### src/rtl/alu_wb.sv
// Writeback stage behind the 8-bit ALU: commits results to W, STATUS or the
// external file port, squashes the instruction after a taken skip, and stalls issue.
module alu_wb (
    input  logic       clk,
    input  logic       rst,
    input  logic       wb_valid,
    output logic       wb_ready,
    input  logic [7:0] alu_out,
    input  logic       c_new,
    input  logic       dc_new,
    input  logic       z_new,
    input  logic       upd_c,
    input  logic       upd_dc,
    input  logic       upd_z,
    input  logic       dest_f,
    input  logic [4:0] f_addr,
    input  logic       skip_z,
    output logic [7:0] w_reg,
    output logic [7:0] status,
    output logic       f_we,
    output logic [4:0] f_waddr,
    output logic [7:0] f_wdata,
    input  logic       f_ack,
    output logic       skip_out
);

    localparam logic [4:0] STATUS_ADDR = 5'h03;
    localparam logic [7:0] STATUS_RST  = 8'h18;

    typedef enum logic {RUN, SQUASH}    skip_state_t;
    typedef enum logic {F_IDLE, F_PEND} file_state_t;

    skip_state_t skip_q, skip_d;
    file_state_t fst_q, fst_d;
    logic [7:0]  w_q, w_d;
    logic [7:0]  st_q, st_d;
    logic [4:0]  fa_q, fa_d;
    logic [7:0]  fd_q, fd_d;
    logic        accept;
    logic        commit;

    assign wb_ready = (fst_q == F_IDLE) | f_ack;
    assign accept   = wb_valid & wb_ready;
    assign commit   = accept & (skip_q == RUN);

    always_ff @(posedge clk or posedge rst) begin
        if (rst) begin
            skip_q <= RUN;
            fst_q  <= F_IDLE;
            w_q    <= 8'h00;
            st_q   <= STATUS_RST;
            fa_q   <= 5'h00;
            fd_q   <= 8'h00;
        end else begin
            skip_q <= skip_d;
            fst_q  <= fst_d;
            w_q    <= w_d;
            st_q   <= st_d;
            fa_q   <= fa_d;
            fd_q   <= fd_d;
        end
    end

    always_comb begin
        skip_d = skip_q;
        fst_d  = fst_q;
        w_d    = w_q;
        st_d   = st_q;
        fa_d   = fa_q;
        fd_d   = fd_q;

        if (accept) begin
            case (skip_q)
                RUN:     if (skip_z && z_new) skip_d = SQUASH;
                SQUASH:  skip_d = RUN;
                default: skip_d = RUN;
            endcase
        end

        if (fst_q == F_PEND && f_ack) fst_d = F_IDLE;

        if (commit) begin
            if (!dest_f) begin
                w_d = alu_out;
            end else if (f_addr == STATUS_ADDR) begin
                st_d = {alu_out[7:5], 2'b11, alu_out[2:0]};
            end else begin
                // A new write loaded on the ack edge keeps f_we high with no bubble
                fst_d = F_PEND;
                fa_d  = f_addr;
                fd_d  = alu_out;
            end
            if (upd_c)  st_d[0] = c_new;
            if (upd_dc) st_d[1] = dc_new;
            if (upd_z)  st_d[2] = z_new;
        end
    end

    assign w_reg    = w_q;
    assign status   = st_q;
    assign f_we     = (fst_q == F_PEND);
    assign f_waddr  = fa_q;
    assign f_wdata  = fd_q;
    assign skip_out = (skip_q == SQUASH);

endmodule
### config.mk
export PLATFORM = sky130hd
export DESIGN_NAME = alu_wb
export DESIGN_NICKNAME = d
export VERILOG_FILES = /design/src/rtl/alu_wb.sv
export SDC_FILE = /design/constraint.sdc
export NUM_CORES = 1
export LEC_CHECK = 0
export CORE_AREA = 2 2 82 45
export DETAILED_ROUTE_END_ITERATION = 12
export DIE_AREA = 0 0 84 47
export PLACE_DENSITY = 0.82
export SLEW_MARGIN = 25
export SYNTH_ARGS = -nofsm -noshare
export SYNTH_HDL_FRONTEND = slang
export SYNTH_SLANG_ARGS = --single-unit
export TNS_END_PERCENT = 1
### constraint.sdc
create_clock -name clk -period 1.7 [get_ports clk]
set_clock_uncertainty 0.05 [all_clocks]
set_input_delay 0.34 -clock clk [delete_from_list [all_inputs] [get_ports clk]]
set_output_delay 0.34 -clock clk [all_outputs]
set_load 0.03 [all_outputs]
* After elaboration in Yosys (flattened, before gate mapping) *
Cells that the tools add are included.

storage, ports and cells
  flip-flop bits (word level) = 29
  output and inout bits = 32

operators by class
  bitwise gates (word level) = 7
  reductions and logical operators = 14
  mux-type cells = 11
  equal/unequal tests = 1

operators with widths
  cell                                            count
  AND reduction 3 bit                             5
  nonzero test 2 bit                              6
  two-way mux 1 bit                               8
  two-way mux 3 bit                               2
  == test 5 x 2 -> 1 bit (second input constant)  1
  NOT 1 bit                                       4
  bitwise AND 1 bit                               2
  logical AND 1 bit                               2
  case mux 1 bit (2 select lines)                 1
  AND reduction 2 bit                             1
  bitwise OR 1 bit                                1

* Logic depth before layout (Yosys ltp) *
  word-level depth = 5
  gate-level depth with buffers = 5
  depth with buffers taken out = 5

* Least setup slack after synthesis *
No wires, ideal clock.

  kind = input-to-reg
  from = in f_addr[2]
  to = reg fa_q[0], in the netlist f_waddr[0]
  setup time = 0.125 ns
  stages = 4
  data arrival time = 1.474 ns
  data required time = 1.525 ns
  slack = 0.050 ns
  cell sequence = or4_1 > and3_1 > buf_6 > mux2_4

between the ends
  word-level cells in the longest chain between the ends = 3

RTL lines
  what                                  line  RTL
  from (decl)                           16    input logic [4:0] f_addr,
  == test 5 x 2 -> 1 bit                85    end else if (f_addr == STATUS_ADDR) begin
  NOT 1 bit (no source line)            --
  AND reduction 3 bit (no source line)  --
  to (signal assigned)                  52    fa_q <= 5'h00;
  to (signal assigned)                  59    fa_q <= fa_d;
  to (decl)                             37    logic [4:0] fa_q, fa_d;

Every way passes these cells.
A chain may end at the register's enable or synchronous reset.

* Final worst setup path *
  from = in wb_valid
  to = reg st_q[6], in the netlist status[6]

between the ends
  word-level cells in the longest chain between the ends = 3

RTL lines
  what                                  line  RTL
  from (decl)                           6     input logic wb_valid,
  bitwise AND 1 bit                     43    assign accept = wb_valid & wb_ready;
  bitwise AND 1 bit                     44    assign commit = accept & (skip_q == RUN);
  AND reduction 3 bit (no source line)  --
  to (signal assigned)                  58    st_q <= st_d;
  to (decl)                             36    logic [7:0] st_q, st_d;

Every way passes these cells.

==> summary by stage <==
Run status
The flow ran to the end, and the final reports show no timing, DRC or antenna violations.

Detailed routing
The post-route DRC violation count is 0. The number of DRC markers after the initial detailed-route iteration is 36. The routed length per instance is 16.7 um.

The detail route stage leaves a number of antenna-violating nets equal to 0. Dividing the detail-routed via count by the number of cells gives 5.01. The overall routed net length is 3490 um. The routed layout has 1047 vias.

The number of iterations in the first detailed-routing pass is 4.

Worst setup path
The minimum setup slack among reg-to-reg paths is 0.13 ns. The signal on the critical path passes through clkdlybuf4s50_1, nand2b_1, nor2_4, buf_8, and2_4, mux2_2. The slowest library cell on the worst path is clkdlybuf4s50_1. The worst-case reg-to-reg path depth is 5. The startpoint type of the worst setup path is an input pin. In this run the worst path has a maximum fanout of 12. The end of the worst register-to-register path is status[6]. The largest single stage delay on the critical path is 0.49 ns. Data arrives at the worst endpoint at 1.79 ns. Data on the critical path is required at its endpoint by 1.81 ns. The source of the worst register-to-register timing path is skip_out. STA classifies the critical path endpoint as a flop. The critical path start-end classification is in -> reg.

Timing
Across all setup checks in the final design, the least slack found is 0.0200 ns. Setup violations remaining at the end of the flow were counted as 0. In the finished design, the share of the clock period the worst path needs comes to 98.8%. The number of failing hold endpoints at the final stage is 0. The setup TNS is 0 ns.

Setup repair after global routing could not meet its margin everywhere. Hold timing on the final database bottoms out at a slack of 0.413 ns. The achievable clock frequency is 595 MHz. The worst path in the final design needs a cycle of 1.68 ns, including I/O delays and setup. The number of pins exceeding their max-slew limit in the final report is 0.

Power and ir drop
The total internal power is 1.63 mW. The share of power burned in the clock network is 24.6%. In this run the static leakage power is 1.04 nW. The portion of total power attributed to sequential cells is 37.2%.

Of the total power, the share spent switching nets is 35.3%. The power density over cell area is 1210 nW/um2. The share of total power dissipated in combinational logic is 38.2%. The overall power is 2.53 mW. The highest ir drop seen on vdd is 0.748 mV. The net switching power figure is 0.893 mW.

Placed design
The count of input and output buffers is 54. The cell area after placement is 1950 um2. The half-perimeter wire length after detailed placement is 2590 um. Counting tap cells, the placed design contains a total of 200 instances.

The worst slack after detailed placement is -0.567 ns. Routability-driven placement finished with a final weighted congestion of 0.744.

Synthesis
The mux cell area share after synthesis is 22.6%. Of the total synthesized cell area, the portion taken by AND, OR, NAND and NOR gates is 10.4%. The post-synthesis sequential area ratio is 56.9%. The area share of xor/xnor cells in the synthesized design is 0%.

After Yosys synthesis, full adders, half adders and majority gates account for 0% of the synthesized area. The synthesized netlist devotes 5.49% of its cell area to compound gates. The synthesized area divided by synthesized cell count is 13.7 um2.

Sorting the synthesized cells by how often they occur yields dfrtp_1, mux2_2, mux2_4, nand2_1, inv_1. For this run, the leading register cell type out of synthesis is dfrtp_1. Of all flip-flops after synthesis, the portion carrying an async set or reset was 100%. After synthesis, the cell types taking the most area are dfrtp_1, mux2_2, mux2_4. The register bit total from synthesis is 29.

The number of synthesized flops with an enable pin is 0. The post-synthesis instance area is 1280 um2. The most numerous cell in the Yosys netlist is dfrtp_1. The area share of the leading cell type in the synthesized netlist is 56.9%. Synthesis handed over a netlist of 93 instances.

For this run, the number of Yosys warnings is 0. The biggest area contributor in the post-synthesis netlist is dfrtp_1. The main combinational cell family by area after synthesis is multiplexers.

The unique cell type count in the Yosys netlist is 25.

Global route
The total overflow reported by the global router is 0. The first global-routing pass estimated 5710 um of wire. The number of antenna violations at the first check in global routing came to 0. Entering global routing, the biggest net connects 30 pins. The number of global-route vias before repair is 1155. The global routing usage summed across all routing layers is 19.8%.

Layout
With fillers left out, the area of the finished cells amounts to 2090 um2. The number of antenna diodes in the final layout is 0. Of the cells placed in the final design, the portion with a size suffix greater than 1 is 32.9%. The count of fill cells added during filler insertion is 270. The number of nets at the end of the flow is 191. The finished layout holds 209 standard cells, fillers aside. The end-of-flow core utilization is 64.4%.

The growth of design area from synthesis to finish is 63.9%.

Die
The boundary pin count is 57. The die outline area is 3950 um2. The site row count is 15. The horizontal die dimension is 84 um. The floorplan step defined a core boundary enclosing 3250 um2.

The chip height is 47 um. The initial standard-cell utilization of the core is 39.3%.

Hold path
In this run the most critical hold path is launched from f_addr[1]. For hold timing, the worst endpoint is f_waddr[1]. In this run the worst hold path is classified as in -> reg. The number of cells on the worst hold path is 2.

Run
The tool flagged a number of max-cap violations equal to 0.

Clock network
The clock-pin slew on the worst setup and hold paths is 0.06 ns. The cell chosen for the clock root is clkbuf_8. The clock insertion delay at the later pin of the skew report is 0.27 ns.

Buffers inserted during clock tree synthesis total 5. The maximum buffer depth of the clock tree is 2. The tree built by TritonCTS fans out to 29 sinks. TritonCTS built the clock tree. The H-tree generated during clock tree synthesis spans 2 levels.
[power groups by stage]
stage,sequential (mW),combinational [mW],clock (mW)
4_1_cts,0.941,0.968,0.630
6_report,0.940,0.966,0.620
5_1_grt,0.962,1.02,0.670
3_5_place_dp,0.951,1.05,0
2_1_floorplan,1.25,0.257,0
3_3_place_gp,0.944,1.02,0
[routing by layer]
metal	track usage [%]	vias to the layer above	part of all wire, %
met3	7.38	3	8.1
met4	6.13	0	0.57
met5	0	-	0
met2	33.4	51	45
met1	24.7	515	47
li1	-	478	-
[area by class of cell]
type                            instances  area (um2)  area share, %
Sequential cell                        29         726           34.7
Multi-Input combinational cell         56         552           26.4
Clock inverter                          1        5.00          0.239
Clock buffer                            7        96.3           4.61
Timing Repair Buffer                   69         642           30.7
Inverter                                5        18.8          0.897
Tap cell                               42        52.6           2.51
[worst max-delay path by stage]
stage / cells past startpoint / slack (ns) / end / from
3_5_place_dp: 4 / -0.57 / f_wdata[4] / f_addr[2]
5_1_grt: 6 / -0.01 / status[6] / wb_valid
3_3_place_gp: 5 / -0.52 / f_wdata[0] / f_addr[1]
4_1_cts: 6 / 0.0009 / status[6] / wb_valid
2_1_floorplan: 4 / 0.05 / f_waddr[0] / f_addr[2]
6_report: 6 / 0.02 / status[6] / wb_valid
[timing repair]
| action | in CTS | in global routing |
|---|---|---|
| resized for setup | 40 | 14 |
| endpoints found under the setup margin | 35 | 14 |
| cloned | 1 | 0 |
| hold buffers | 0 | 0 |
| setup buffers | 0 | 0 |
[kinds of logic (layout without fill, tap and decap cells)]
logic type	count (synthesis)	in the layout
multiplexers	23	23
AO/OA/AOI/OAI	8	8
buffers and inverters	10	82
AND/OR/NAND/NOR	22	23
flip-flops	29	29
other	1	2
[cell usage in the layout, fill, tap and decap left out, types with 3 or more instances in the layout]
master,instances
dlymetal6s2s_1,7
a32o_1,3
dlygate4sd2_1,28
dfrtp_1,29
mux2_2,15
inv_1,5
mux2_4,8
nand4b_1,3
nand2_1,8
clkdlybuf4s50_1,18
clkbuf_8,7
buf_4,13
[worst max-delay path, delay by kind of cell]
family	cells	cell delay (ns)
buf+inv	2	0.65
simple gates	3	0.45
mux	1	0.34
(Power assumes the default switching activity.)
